**src/rtl/synth_pkg.sv**
```systemverilog
// Shared types and constants for the synth voice pipeline stages.
package synth_pkg;

    typedef enum logic [2:0] {
        IDLE    = 3'd0,
        ATTACK  = 3'd1,
        DECAY   = 3'd2,
        SUSTAIN = 3'd3,
        RELEASE = 3'd4
    } env_state_t;

    localparam logic [15:0] LVL_MAX = 16'hFFFF;
    localparam int          GAIN_W  = 8;

    // Unsigned 8x8 multiply keeping the top byte of the 16-bit product.
    function automatic logic [7:0] scale_sample(input logic [7:0] s, input logic [7:0] g);
        logic [15:0] p;
        p = {8'd0, s} * {8'd0, g};
        return p[15:8];
    endfunction

endpackage

```
**src/rtl/env_tick_div.sv**
```systemverilog
// Free-running divider producing a one-clock pulse every TICK_DIV clocks.
module env_tick_div #(
    parameter int TICK_DIV = 1024
) (
    input  logic clk,
    input  logic reset,
    output logic tick
);

    localparam int               CNT_W    = (TICK_DIV > 1) ? $clog2(TICK_DIV) : 1;
    localparam logic [CNT_W-1:0] CNT_LAST = CNT_W'(TICK_DIV - 1);
    localparam logic [CNT_W-1:0] CNT_ZERO = {CNT_W{1'b0}};

    logic [CNT_W-1:0] cnt_r;
    logic [CNT_W-1:0] cnt_nx_s;
    logic             tick_r;

    // Next count wraps after the last value.
    always_comb begin
        cnt_nx_s = cnt_r;
        if (cnt_r == CNT_LAST) begin
            cnt_nx_s = CNT_ZERO;
        end else begin
            cnt_nx_s = cnt_r + {{(CNT_W-1){1'b0}}, 1'b1};
        end
    end

    // Counter and pulse register; the pulse is high while the count sits at its last value.
    always_ff @(posedge clk) begin
        if (!reset) begin
            cnt_r  <= CNT_ZERO;
            tick_r <= (CNT_LAST == CNT_ZERO);
        end else begin
            cnt_r  <= cnt_nx_s;
            tick_r <= (cnt_nx_s == CNT_LAST);
        end
    end

    assign tick = tick_r;

endmodule

```
**src/rtl/adsr_env.sv**
```systemverilog
// ADSR envelope and amplitude scaler for one voice.
// Optional legato retrigger when ADSR_LEGATO_EN is defined.
module adsr_env
    import synth_pkg::*;
#(
    parameter int TICK_DIV = 1024,
    parameter int LVL_W    = 16
) (
    input  logic        clk,
    input  logic        reset,
    input  logic        gate,
    input  logic [7:0]  sample_in,
    input  logic [15:0] attack_step,
    input  logic [15:0] decay_step,
    input  logic [7:0]  sustain_level,
    input  logic [15:0] release_step,
    output logic [7:0]  value,
    output logic        active,
    output logic [2:0]  env_state
);

    localparam int               EW       = LVL_W + 1;
    localparam logic [LVL_W-1:0] LVL_TOP  = {LVL_W{1'b1}};
    localparam logic [LVL_W-1:0] LVL_ZERO = {LVL_W{1'b0}};

    env_state_t       state_r, state_nx_s;
    logic [LVL_W-1:0] level_r, level_nx_s, target_s;
    logic [EW-1:0]    sum_s, dec_s, rel_s;
    logic             gate_q_r, rise_s, fall_s, tick_s;
    logic [7:0]       value_r;
    logic             active_r;
    logic [2:0]       env_state_r;

    env_tick_div #(.TICK_DIV(TICK_DIV)) u_tick (
        .clk   (clk),
        .reset (reset),
        .tick  (tick_s)
    );

    assign rise_s   = gate & ~gate_q_r;
    assign fall_s   = ~gate & gate_q_r;
    assign target_s = {sustain_level, {(LVL_W-8){1'b0}}};
    // One extra bit catches attack overflow and decay/release underflow.
    assign sum_s    = {1'b0, level_r} + EW'(attack_step);
    assign dec_s    = {1'b0, level_r} - EW'(decay_step);
    assign rel_s    = {1'b0, level_r} - EW'(release_step);

    // Envelope next state: gate edges override the tick update.
    always_comb begin
        state_nx_s = state_r;
        level_nx_s = level_r;
        if (rise_s) begin
            state_nx_s = ATTACK;
`ifdef ADSR_LEGATO_EN
            if (state_r == IDLE) begin
                level_nx_s = LVL_ZERO;
            end else begin
                level_nx_s = level_r;
            end
`else
            level_nx_s = LVL_ZERO;
`endif
        end else if (fall_s && (state_r inside {ATTACK, DECAY, SUSTAIN})) begin
            state_nx_s = RELEASE;
        end else if (tick_s) begin
            case (state_r)
                IDLE: level_nx_s = LVL_ZERO;
                ATTACK: begin
                    if (sum_s >= {1'b0, LVL_TOP}) begin
                        level_nx_s = LVL_TOP;
                        state_nx_s = DECAY;
                    end else begin
                        level_nx_s = sum_s[LVL_W-1:0];
                    end
                end
                DECAY: begin
                    if (dec_s[LVL_W] || (dec_s[LVL_W-1:0] <= target_s)) begin
                        level_nx_s = target_s;
                        state_nx_s = SUSTAIN;
                    end else begin
                        level_nx_s = dec_s[LVL_W-1:0];
                    end
                end
                SUSTAIN: level_nx_s = target_s;
                RELEASE: begin
                    if (rel_s[LVL_W] || (rel_s[LVL_W-1:0] == LVL_ZERO)) begin
                        level_nx_s = LVL_ZERO;
                        state_nx_s = IDLE;
                    end else begin
                        level_nx_s = rel_s[LVL_W-1:0];
                    end
                end
                default: begin
                    level_nx_s = LVL_ZERO;
                    state_nx_s = IDLE;
                end
            endcase
        end else begin
            state_nx_s = state_r;
            level_nx_s = level_r;
        end
    end

    // State, level, gate history and registered outputs.
    always_ff @(posedge clk) begin
        if (!reset) begin
            state_r     <= IDLE;
            level_r     <= LVL_ZERO;
            gate_q_r    <= 1'b0;
            value_r     <= 8'd0;
            active_r    <= 1'b0;
            env_state_r <= 3'd0;
        end else begin
            state_r     <= state_nx_s;
            level_r     <= level_nx_s;
            gate_q_r    <= gate;
            value_r     <= scale_sample(sample_in, level_r[LVL_W-1 -: GAIN_W]);
            active_r    <= (state_nx_s != IDLE);
            env_state_r <= state_nx_s;
        end
    end

    assign value     = value_r;
    assign active    = active_r;
    assign env_state = env_state_r;

endmodule

```
**config.mk**
```make
export PLATFORM = sky130hd
export DESIGN_NAME = adsr_env
export DESIGN_NICKNAME = d
export VERILOG_FILES = /design/src/rtl/synth_pkg.sv /design/src/rtl/env_tick_div.sv /design/src/rtl/adsr_env.sv
export SDC_FILE = /design/constraint.sdc
export NUM_CORES = 1
export LEC_CHECK = 0
export CAP_MARGIN = 0
export CORE_ASPECT_RATIO = 0.75
export CORE_UTILIZATION = 40
export DETAILED_ROUTE_END_ITERATION = 12
export DONT_BUFFER_PORTS = 1
export GPL_TIMING_DRIVEN = 0
export PLACE_DENSITY = 0.57
export SLEW_MARGIN = 0
export SYNTH_ARGS = -nofsm -noshare
export SYNTH_HDL_FRONTEND = slang
export SYNTH_SLANG_ARGS = --single-unit
```
**constraint.sdc**
```tcl
create_clock -name clk -period 4.55 [get_ports clk]
set_input_delay 0.455 -clock clk [delete_from_list [all_inputs] [get_ports clk]]
set_output_delay 0.455 -clock clk [all_outputs]
set_load 0.02 [all_outputs]
```
Yosys cells after proc, flatten, opt, wreduce, memory -nomap -nowiden --
Cells that the tools add are included.
Storage, ports and cells: word-level logic and storage cells 48, bits in registers 40
Operators by class: add/subtract/negate cells 4, bitwise gates (word level) 6, multiply operators 1, $lt $le $gt $ge 2, equality and inequality tests 6, reduce and logical (&&, ||, !) cells 10, mux-type cells 12
Operators with widths (number):
- one-hot mux 16 bit (4 select lines) | 1
- 2-to-1 mux 16 bit | 3
- subtractor 16 x 16 -> 17 bit | 2
- equality test 10 bit (second input constant) | 2
- 2-to-1 mux 3 bit | 6
- adder 16 x 16 -> 17 bit | 1
- >= comparator 17 x 16 -> 1 bit (second input constant) | 1
- less-or-equal comparator 16 bit | 1
- zero test 16 bit | 1
- multiplier 8 x 8 -> 16 bit | 1
- one-hot mux 3 bit (4 select lines) | 1
- adder 10 x 1 -> 10 bit (second input constant) | 1
- 2-to-1 mux 10 bit | 1
- equality test 3 x 2 -> 1 bit (second input constant) | 2
- nonzero test 3 bit | 2
- NOT 1 bit | 4
- OR reduction 2 bit | 2
- equality test 3 x 1 -> 1 bit (second input constant) | 1
- equality test 3 bit (second input constant) | 1
- zero test 3 bit | 1
- AND 1 bit | 2
- logical OR 1 bit | 2
- AND reduction 2 bit | 1
- logical AND 1 bit | 1

Longest topological paths before layout --
Gate-level depths: netlist of run 1.
depth in word-level cells 9, gate-level depth with buffers 21

Modules after synthesis --
A second synthesis of run 1 with hierarchy kept.
Unflattened totals: cells, all modules 824, area total of the unflattened synthesis 6586.3 µm²
Modules (own cells, without submodules):
- adsr_env | instances 1, seq. area each 580.6 µm², area an instance 6040.8 µm², cells each 770
- env_tick_div | instances 1, seq. area each 220.2 µm², area an instance 545.5 µm², cells each 54

Worst setup path after synthesis of run 1 --
No wires, ideal clock.
kind flip-flop to flip-flop, from register level_r[14], to register value_r[7] (netlist: value[7]), stages on the path, launching flop included 15, required time 4.479 ns, arrival time 4.481 ns, path slack -0.002 ns, period minus slack after synthesis 4.552 ns, path buffers 1, path through dfxtp_1 clkbuf_1 nand2_1 fa_1 fa_1 inv_1 fa_1 fa_1 ha_1 o21a_1 a2111oi_1 or3_1 a31oi_1 or3_1 a21oi_1
On the way: cells in the longest elaborated chain, start to end 1
RTL lines:
- start, declared | line adsr_env.sv:27 | logic [LVL_W-1:0] level_r, level_nx_s, target_s;
- start signal, assigned | line adsr_env.sv:115 | level_r <= level_nx_s;
- multiplier 8 x 8 -> 16 bit | line synth_pkg.sv:18 | p = {8'd0, s} * {8'd0, g};
- end signal, assigned | line adsr_env.sv:117 | value_r <= scale_sample(sample_in, level_r[LVL_W-1 -: GAIN_W]);
- end, declared | line adsr_env.sv:30 | logic [7:0] value_r;
Every way passes these cells. A chain may end at the register's enable or synchronous reset.

Final worst setup path of run 1 --
from register level_r[1], to register level_r[13]
On the way: cells in the longest elaborated chain, start to end 5
RTL lines:
- subtractor 16 x 16 -> 17 bit (on tied branches) | line adsr_env.sv:45, adsr_env.sv:46
- less-or-equal comparator 16 bit or zero test 16 bit (tied branches) | line adsr_env.sv:77, adsr_env.sv:86
- logical OR 1 bit (on tied branches) | line adsr_env.sv:77, adsr_env.sv:86
- 2-to-1 mux 16 bit (on tied branches) | line adsr_env.sv:77, adsr_env.sv:86
- one-hot mux 16 bit (4 select lines) (*) | line adsr_env.sv:66 | case (state_r)
Every way passes the cells marked *; elsewhere a longest branch is shown, timed or not.

==> results.toml, run 1 <==
[clocking]
clock_insertion_delay_worst_skew_ns = 0.29
cts_max_level = 2
clock_tree.root_cell = "sky130_fd_sc_hd__clkbuf_16"
cts_hold_buffers = 0
cts_inserted_buffers = 5
cts_sinks = 40
cts_tree = "done"
clock_tree.buffer_depth = 2
cts.reportedPaths.clkPinSlew_ns = 0.07

[cells_and_area]
post_route_cells_drive_above_1_share_pct = 10.8
layout.nets = 1067
area_delta_synth_final_pct = 12.1
fin_cells = 1082
antenna_fix_cells = 0

[drt]
dr.pass1.iters = 5
totalWireLength_mm = 18.9
route.antenna.remaining_nets = 0
route.detailed.wl_per_inst_um = 17.5
routed_via_density = 5.69
drt_iter0_markers = 485
drc = 0
route.vias.total = 6158

[logic_synthesis]
synth_flop_cell = "sky130_fd_sc_hd__dfxtp_1"
postSynthRegisterBits = 40
synth_fp_nets = 1034
yosysSeqAreaShare_pct = 12.3
synthesis.instances = 838
yosys_warnings = 0
synthesis.area_um2 = 6530
avgSynthCellArea_um2 = 7.80
synth.most_common_cell = "sky130_fd_sc_hd__inv_1"
post_synth_main_area_contributors = "sky130_fd_sc_hd__ha_1 (17%), sky130_fd_sc_hd__dfxtp_1 (12%), sky130_fd_sc_hd__fa_1 (12%)"
netlist_top_cells_count = "sky130_fd_sc_hd__inv_1 (110), sky130_fd_sc_hd__ha_1 (91), sky130_fd_sc_hd__nand2_1 (73)"
synth-edff-count = 0
leading_area_contributor_after_synthesis = "sky130_fd_sc_hd__ha_1"
post_synth_num_cell_types = 74
asyncSetResetFlopFracSynth_pct = 0
synth_top_area_share_pct = 17.4

[timing]
tightestPinTransition_ns = 0.700
timing_hold_violations_final = 0
setup-violations-final = 0
layout_worst_path_cycle_share_pct = 96.7
final_max_slew_viol_count = 0
min_period_ns = 4.40
setup-tns-final_ns = 0
fmax_mhz = 227
max_slew_margin_pct = 52.1
worst_clock_skew_ns = 0.00590
timing.final.ws_setup_ns = 0.152
grt_setup_unrepaired = "yes"

[die]
die-height_um = 113
floorplan.die_area_um2 = 16900
die_width_um = 150
placement_rows = 40
pin_count = 79
initial_utilization_pct = 40.9
core_area_um2 = 16000

[global_routing]
grt_antenna_before_repair = 0
gr-usage-met1_pct = 36.9
grt_util_met2_pct = 30.4
first_global_vias = 5547
globalRouteMet3Util_pct = 4.07
wire_length_of_the_first_global_routing_pass_mm = 29.6
overflow = 0
gr-max-usage-layer = "met1"
grtUsageTotal_pct = 22.6
pin_count_of_the_biggest_net_entering_global_routing = 15

[flow_run]
cap_viol_max_count = 0

[place]
placed_cells_incl_taps = 1048
finalWeightedCongestion = 0.898
hpwl_mm = 15.4
numPortBuffers = 0
dpl_worst_slack_ns = -0.534

[power]
combPwrFrac_pct = 20.0
internal-power_uw = 686
clock_power_share_pct = 43.4
p_sw_share_pct = 29.5
irDropWorstVdd_mv = 0.130
p_sw_uw = 288
power.density_nw_per_um2 = 133
report.power.total_uw = 973
power_frac_seq_pct = 36.6
p_leak_uw = 0.00349

[critical_path]
critical_path_required_ns = 4.70
critPathCaptureType = "flop"
worstPathArrival_ns = 4.54
crit_path_top_delay_cell = "sky130_fd_sc_hd__or4_4"
critical_path_buf_inv_count = 2
cp_max_fo = 7
largest_delay_share_family_worst_path = "compound AO/OA/AOI/OAI gates"
crit_path_cell_trace = "ha_1, nor2b_1, o31a_1, o31a_1, nor4_4, o31ai_2, o41ai_2, xnor2_1, ha_1, nand2_1, nor4_1, o21ai_1, or4_4, o2111a_1, buf_6, buf_4, a21oi_1, a221oi_1"
critical_path.max_stage_delay_ns = 0.44
crit_path_start_kind = "flop"
criticalPathCategory = "reg2reg"

[outcome]
run_status = "completed"

[min_path]
hold_class = "in2reg"
## worst reg2reg max path: stages (launching register included)
cell                       delay, ns
sky130_fd_sc_hd__dfxtp_4        0.37
sky130_fd_sc_hd__ha_1           0.26
sky130_fd_sc_hd__nor2b_1        0.14
sky130_fd_sc_hd__o31a_1         0.29
sky130_fd_sc_hd__o31a_1         0.30
sky130_fd_sc_hd__nor4_4         0.20
sky130_fd_sc_hd__o31ai_2        0.15
sky130_fd_sc_hd__o41ai_2        0.35
sky130_fd_sc_hd__xnor2_1        0.15
sky130_fd_sc_hd__ha_1           0.31
sky130_fd_sc_hd__nand2_1        0.09
sky130_fd_sc_hd__nor4_1         0.25
sky130_fd_sc_hd__o21ai_1        0.09
sky130_fd_sc_hd__or4_4          0.44
sky130_fd_sc_hd__o2111a_1       0.28
sky130_fd_sc_hd__buf_6          0.14
sky130_fd_sc_hd__buf_4          0.15
sky130_fd_sc_hd__a21oi_1        0.20
sky130_fd_sc_hd__a221oi_1       0.10
## cell families after synthesis
| logic type | Yosys count | share of synthesized area, % |
|---|---|---|
| compound gates | 228 | 24.7 |
| xor+xnor | 42 | 5.63 |
| fa+ha+maj | 129 | 29.1 |
| buf+inv | 127 | 7.57 |
| flops | 40 | 12.3 |
| mux | 2 | 0.306 |
| simple gates | 270 | 20.5 |
## sequential cells by signal, summed over array words and instances, names as in the netlist
signal	cells
level_r	16
u_tick.tick	1
env_state	3
active	1
value	8
u_tick.cnt_r	10
gate_q_r	1
## cell usage in the layout (no fill, tap or decap), types with 21 or more instances in the layout
master and n:
sky130_fd_sc_hd__o21ai_0 33, sky130_fd_sc_hd__a21oi_1 50, sky130_fd_sc_hd__dfxtp_1 28, sky130_fd_sc_hd__nor3_1 25
sky130_fd_sc_hd__inv_1 109, sky130_fd_sc_hd__xnor2_1 28, sky130_fd_sc_hd__ha_1 89, sky130_fd_sc_hd__buf_4 28
sky130_fd_sc_hd__fa_1 36, sky130_fd_sc_hd__and2_1 37, sky130_fd_sc_hd__nor2_1 60, sky130_fd_sc_hd__nand2_1 73
sky130_fd_sc_hd__a21o_1 21
## power groups by stage
stage	combinational [uW]	clock [uW]	sequential, uW
finish	195	422	356
CTS	187	431	361
global placement	185	0	370
global route	214	443	357
detailed placement	184	0	370
floorplan	141	0	368
## timing repair
item	4_1_cts	5_1_grt
resized for setup	36	24
buffers inserted	0	30
setup endpoints to repair	24	20
pin swaps	2	31
cloned	0	0
## cell type report
type	instances	area (um2)
timing repair buffer	30	220
inverter	110	413
clock inverter	3	46.3
fill	1626	8640
sequential	40	841
tap	210	263
clock buffer	5	125
multi-input combinational	671	5350
buffer	13	67.6
## path summary, 6_finish.rpt
path              startpoint         endpoint  slack [ns]  depth (start not counted)
max               level_r[1]      level_r[13]        0.15                         18
min reg2reg  u_tick.cnt_r[0]  u_tick.cnt_r[0]        0.48                          1
max reg2reg       level_r[1]      level_r[13]        0.15                         18
min                     gate         gate_q_r        0.28                          1
## stage by stage
step / utilization [%] / hold slack, ns / cell area [um2]
final: 45.9 / 0.281 / 7320
after global routing: 45.9 / 0.272 / 7320
after CTS: 44.4 / 0.278 / 7090
after detailed placement: 42.6 / 0.468 / 6800
after global placement: 42.6 / 0.460 / 6800
after floorplan: - / 0.441 / 6540
## metal layers
metal	vias to the layer above	wire length (um)
met5	-	0
met4	0	102
met3	9	1850
met2	227	7090
met1	2875	9890
li1	3047	-
Note: power is estimated with default switching activity, not from simulation.
==> run 2: changes to the inputs <==
- CELL_PAD_IN_SITES_DETAIL_PLACEMENT: unset -> 2
- CELL_PAD_IN_SITES_GLOBAL_PLACEMENT: unset -> 2
- CORE_UTILIZATION: 40 -> 35
- PLACE_DENSITY: 0.57 -> 0.79
==> results.toml, run 2 (synthesis results as in run 1) <==
[die]
die-height_um = 120
core_area_um2 = 18000
initial_utilization_pct = 36.3
die_width_um = 160
pin_count = 79
floorplan.die_area_um2 = 19200
placement_rows = 42

[place]
numPortBuffers = 0
finalWeightedCongestion = 0.894
hpwl_mm = 19.9
dpl_worst_slack_ns = -0.657
placed_cells_incl_taps = 1080

[critical_path]
most_repeated_library_cell_on_the_critical_path = "sky130_fd_sc_hd__a21oi_2"
worstPathArrival_ns = 4.71
cp_max_fo = 5
largest_delay_share_family_worst_path = "compound AO/OA/AOI/OAI gates"
criticalPathCategory = "reg2reg"
crit_path_start_kind = "flop"
crit_path_cell_trace = "inv_4, ha_4, inv_2, fa_2, a211oi_2, o21bai_2, a211o_2, a21oi_2, o21bai_1, a21oi_2, xnor2_2, ha_1, nand4_1, nor4_2, o21ai_1, or4_4, o211a_4, mux2i_1, o211ai_1, a22o_1"
critPathCaptureType = "flop"
crit_path_top_delay_cell = "sky130_fd_sc_hd__or4_4"
critical_path.max_stage_delay_ns = 0.44
critical_path_required_ns = 4.74
critical_path_buf_inv_count = 2

[cells_and_area]
multi_input_combinational_cell_area_um2 = 5430
most-common-layout-cells = "sky130_fd_sc_hd__inv_1 (106), sky130_fd_sc_hd__ha_1 (85), sky130_fd_sc_hd__nand2_1 (72)"
antenna_fix_cells = 0
mostFrequentLayoutCell = "sky130_fd_sc_hd__inv_1"
regArea_um2 = 845
num-fill-cells = 2052
fin_util_pct = 41.7
fin_cells = 1114
number_of_flip_flops_in_the_largest_register = 16
layout.nets = 1067
largest_register = "level_r"
post_route_cells_drive_above_1_share_pct = 12.4
area_delta_synth_final_pct = 14.7

[timing]
timing_hold_violations_final = 0
min_period_ns = 4.52
layout_worst_path_cycle_share_pct = 99.3
fmax_mhz = 221
tightestPinTransition_ns = 0.954
final_max_slew_viol_count = 0
timing.final.ws_setup_ns = 0.0307
max_slew_margin_pct = 34.7
setup-violations-final = 0
worst_clock_skew_ns = 0.00601

[clocking]
cts_tree = "done"
clock_tree.buffer_depth = 2
cts.reportedPaths.clkPinSlew_ns = 0.07
clock_tree.root_cell = "sky130_fd_sc_hd__clkbuf_16"
cts_hold_buffers = 0
cts_sinks = 40
cts_max_level = 2
clock_insertion_delay_worst_skew_ns = 0.29
cts_inserted_buffers = 5

[drt]
drt_iter0_markers = 332
routed_via_density = 5.88
route.detailed.wl_per_inst_um = 22.8
route.vias.total = 6553
dr.pass1.iters = 5
totalWireLength_mm = 25.4
drc = 0
route.antenna.remaining_nets = 0

[global_routing]
overflow = 0
grt_util_met2_pct = 42.7
globalRouteMet3Util_pct = 4.15
pin_count_of_the_biggest_net_entering_global_routing = 15
grt_antenna_before_repair = 0
first_global_vias = 7088
gr-max-usage-layer = "met2"
grtUsageTotal_pct = 25.7
gr-usage-met1_pct = 35.2
wire_length_of_the_first_global_routing_pass_mm = 38.7

[power]
p_leak_uw = 0.00350
irDropWorstVdd_mv = 0.150
power.density_nw_per_um2 = 134

[min_path]
hold_class = "in2reg"

[outcome]
run_status = "completed"

[flow_run]
cap_viol_max_count = 0
-- run 2: worst register-to-register path, cell delays in order (launching register included) --
cell and delay [ns]:
sky130_fd_sc_hd__dfxtp_4 0.36, sky130_fd_sc_hd__inv_4 0.06, sky130_fd_sc_hd__ha_4 0.13, sky130_fd_sc_hd__inv_2 0.03, sky130_fd_sc_hd__fa_2 0.36, sky130_fd_sc_hd__a211oi_2 0.25, sky130_fd_sc_hd__o21bai_2 0.10, sky130_fd_sc_hd__a211o_2 0.36
sky130_fd_sc_hd__a21oi_2 0.17, sky130_fd_sc_hd__o21bai_1 0.11, sky130_fd_sc_hd__a21oi_2 0.19, sky130_fd_sc_hd__xnor2_2 0.09, sky130_fd_sc_hd__ha_1 0.31, sky130_fd_sc_hd__nand4_1 0.13, sky130_fd_sc_hd__nor4_2 0.21, sky130_fd_sc_hd__o21ai_1 0.11
sky130_fd_sc_hd__or4_4 0.44, sky130_fd_sc_hd__o211a_4 0.29, sky130_fd_sc_hd__mux2i_1 0.29, sky130_fd_sc_hd__o211ai_1 0.17, sky130_fd_sc_hd__a22o_1 0.26
-- run 2: stage by stage --
| step | cell area [um2] | hold slack [ns] | setup TNS [ns] | total power, uW |
|---|---|---|---|---|
| after floorplan | 6540 | 0.441 | 0 | 509 |
| after detailed placement | 6840 | 0.481 | -10.98 | 566 |
| after global routing | 7490 | 0.285 | -0.614 | 1040 |
| final | 7490 | 0.281 | 0 | 1000 |
| after CTS | 7250 | 0.282 | 0 | 991 |
| after global placement | 6840 | 0.463 | -5.40 | 554 |
-- run 2: timing repair --
| action | in CTS | in global routing |
|---|---|---|
| buffers inserted | 9 | 20 |
| pin swaps | 15 | 29 |
| setup endpoints to repair | 24 | 21 |
| gates resized for setup | 50 | 31 |
-- run 2: final cells by class --
type / instances / area share, %
Buffer: 14 / 1.24
Clock buffer: 5 / 1.67
Sequential cell: 40 / 11.3
Timing Repair Buffer: 29 / 3.12
Multi-Input combinational cell: 671 / 72.5
Inverter: 110 / 5.55
Tap cell: 242 / 4.04
Clock inverter: 3 / 0.618
-- run 2: worst paths after layout --
kind	startpoint	to	slack, ns	cells past startpoint
setup / recovery	level_r[0]	level_r[9]	0.03	20
hold reg to reg	u_tick.cnt_r[0]	u_tick.cnt_r[0]	0.48	1
setup reg to reg	level_r[0]	level_r[9]	0.03	20
hold / removal	gate	gate_q_r	0.28	1
-- run 2: power breakdown --
part,switching [uW],internal [uW],leakage [uW]
Combinational,136,79.7,0.00308
Sequential,8.14,348,0.000334
Clock,172,261,0.0000804
Total,316,689,0.00350
-- run 2: metal layers --
layer | wire length (um) | share of wire, %
met1 | 11600 | 46
met2 | 11700 | 46
met3 | 1710 | 6.7
met4 | 360 | 1.4
met5 | 0 | 0
==> run 3: changes to the inputs <==
- CORE_ASPECT_RATIO: 0.75 -> 0.9
- PLACE_DENSITY: 0.79 -> 0.78
==> results.toml, run 3 (synthesis results as in run 1) <==
[outcome]
run_status = "finished with violations"
violations = "setup timing"

[place]
dpl_worst_slack_ns = -0.673
hpwl_mm = 19.6
finalWeightedCongestion = 0.850
numPortBuffers = 0

[timing]
max_slew_margin_pct = 40.6
timing_hold_violations_final = 0
layout_worst_path_cycle_share_pct = 103
tightestPinTransition_ns = 0.869
timing.final.ws_setup_ns = -0.149
min_period_ns = 4.70
final_max_slew_viol_count = 0
grt_setup_unrepaired = "yes"
setup-tns-final_ns = -0.650
setup-violations-final = 10
fmax_mhz = 213
worst_clock_skew_ns = 0.00395

[critical_path]
crit_path_start_kind = "flop"
worstPathArrival_ns = 4.89
critPathCaptureType = "flop"
most_repeated_library_cell_on_the_critical_path = "sky130_fd_sc_hd__o31a_1"
criticalPathCategory = "reg2reg"
critical_path_required_ns = 4.75
worst_r2r_path_depth = 18
largest_delay_share_family_worst_path = "compound AO/OA/AOI/OAI gates"
cp_max_fo = 6
path_depth = 18
crit_path_top_delay_cell = "sky130_fd_sc_hd__or4_4"
critical_path_buf_inv_count = 1
critical_path.max_stage_delay_ns = 0.51
crit_path_cell_trace = "ha_4, nor2b_4, o31a_1, o31a_1, nor4_4, o31ai_2, o41ai_2, xnor2_1, ha_1, nand2_2, nor4_2, o21ai_1, or4_4, o211a_4, a21oi_4, buf_4, a21oi_1, a221oi_2"

[die]
pin_count = 79
placement_rows = 47
die-height_um = 132
die_width_um = 146
initial_utilization_pct = 35.6
core_area_um2 = 18300
floorplan.die_area_um2 = 19200

[power]
internal-power_uw = 696
power_frac_seq_pct = 34.9
irDropWorstVdd_mv = 0.115
p_sw_uw = 326
combPwrFrac_pct = 22.3
p_leak_uw = 0.00360
p_sw_share_pct = 31.9
power.density_nw_per_um2 = 134
clock_power_share_pct = 42.7

[cells_and_area]
mostFrequentLayoutCell = "sky130_fd_sc_hd__inv_1"
most-common-layout-cells = "sky130_fd_sc_hd__inv_1 (108), sky130_fd_sc_hd__ha_1 (88), sky130_fd_sc_hd__nand2_1 (72)"
post_route_cells_drive_above_1_share_pct = 14.6
num-fill-cells = 2080
area_delta_synth_final_pct = 16.7
number_of_flip_flops_in_the_largest_register = 16
antenna_fix_cells = 0
largest_register = "level_r"
layout.nets = 1084

[global_routing]
grt_antenna_before_repair = 0
wire_length_of_the_first_global_routing_pass_mm = 39.2
grtUsageTotal_pct = 26.1
grt_util_met2_pct = 44.8
pin_count_of_the_biggest_net_entering_global_routing = 15
gr-usage-met1_pct = 33.9
gr-max-usage-layer = "met2"
first_global_vias = 7158
globalRouteMet3Util_pct = 4.10
overflow = 0

[clocking]
cts_tree = "done"
cts_sinks = 40
clock_tree.root_cell = "sky130_fd_sc_hd__clkbuf_16"
cts_inserted_buffers = 5
cts.reportedPaths.clkPinSlew_ns = 0.07
clock_insertion_delay_worst_skew_ns = 0.30
cts_max_level = 2
clock_tree.buffer_depth = 2

[drt]
route.vias.total = 6728
drc = 0
drt_iter0_markers = 408
totalWireLength_mm = 27.5
dr.pass1.iters = 7
route.antenna.remaining_nets = 0
route.detailed.wl_per_inst_um = 24.3
routed_via_density = 5.93

[min_path]
hold_depth = 1
hold_class = "in2reg"

[flow_run]
cap_viol_max_count = 0
[run 3: cell types whose count changed in the layout (fill, tap and decap cells not counted), sizes merged]
| cell | delta |
|---|---|
| buf | +17 |
[run 3: cell type report]
type                            instances  area (um2)  share of cell area (%)
Timing Repair Buffer                   46         360                    4.73
Inverter                              110         415                    5.45
Clock buffer                            5         125                    1.64
Multi-Input combinational cell        671        5450                    71.5
Sequential cell                        40         840                    11.0
Buffer                                 14        81.3                    1.07
Clock inverter                          3        46.3                   0.607
Tap cell                              245         307                    4.02
[run 3: per-stage QoR]
step / hold slack, ns / utilization, % / power (uW) / cell area (um2) / std cells
floorplan: 0.441 / - / 509 / 6540 / 838
global placement: 0.453 / 37.3 / 554 / 6840 / 1083
detailed placement: 0.498 / 37.3 / 565 / 6840 / 1083
CTS: 0.272 / 39.6 / 998 / 7260 / 1103
global route: 0.269 / 41.6 / 1050 / 7620 / 1134
finish: 0.272 / 41.6 / 1020 / 7620 / 1134
[run 3: path summary, 6_finish.rpt]
path / from / to / slack, ns
setup reg to reg: level_r[1] / level_r[13] / -0.15
hold / removal: gate / gate_q_r / 0.27
setup / recovery: level_r[1] / level_r[13] / -0.15
hold reg to reg: u_tick.cnt_r[0] / u_tick.cnt_r[0] / 0.50
[run 3: timing repair]
action	4_1_cts	5_1_grt
buffers inserted	12	34
endpoints found under the setup margin	24	21
pin swaps	16	47
hold buffers	0	0
gates resized for setup	47	44
[run 3: power by group through the flow]
stage	sequential (uW)	clock (uW)	combinational, uW
floorplan	368	0	141
global placement	370	0	184
detailed placement	371	0	195
CTS	359	438	201
global route	358	449	246
finish	357	437	228
[run 3: per-layer routing]
metal	part of all wire (%)	routed length, um
met5	0	0
met4	2.6	724
met3	5.8	1590
met2	48	13300
met1	43	12000
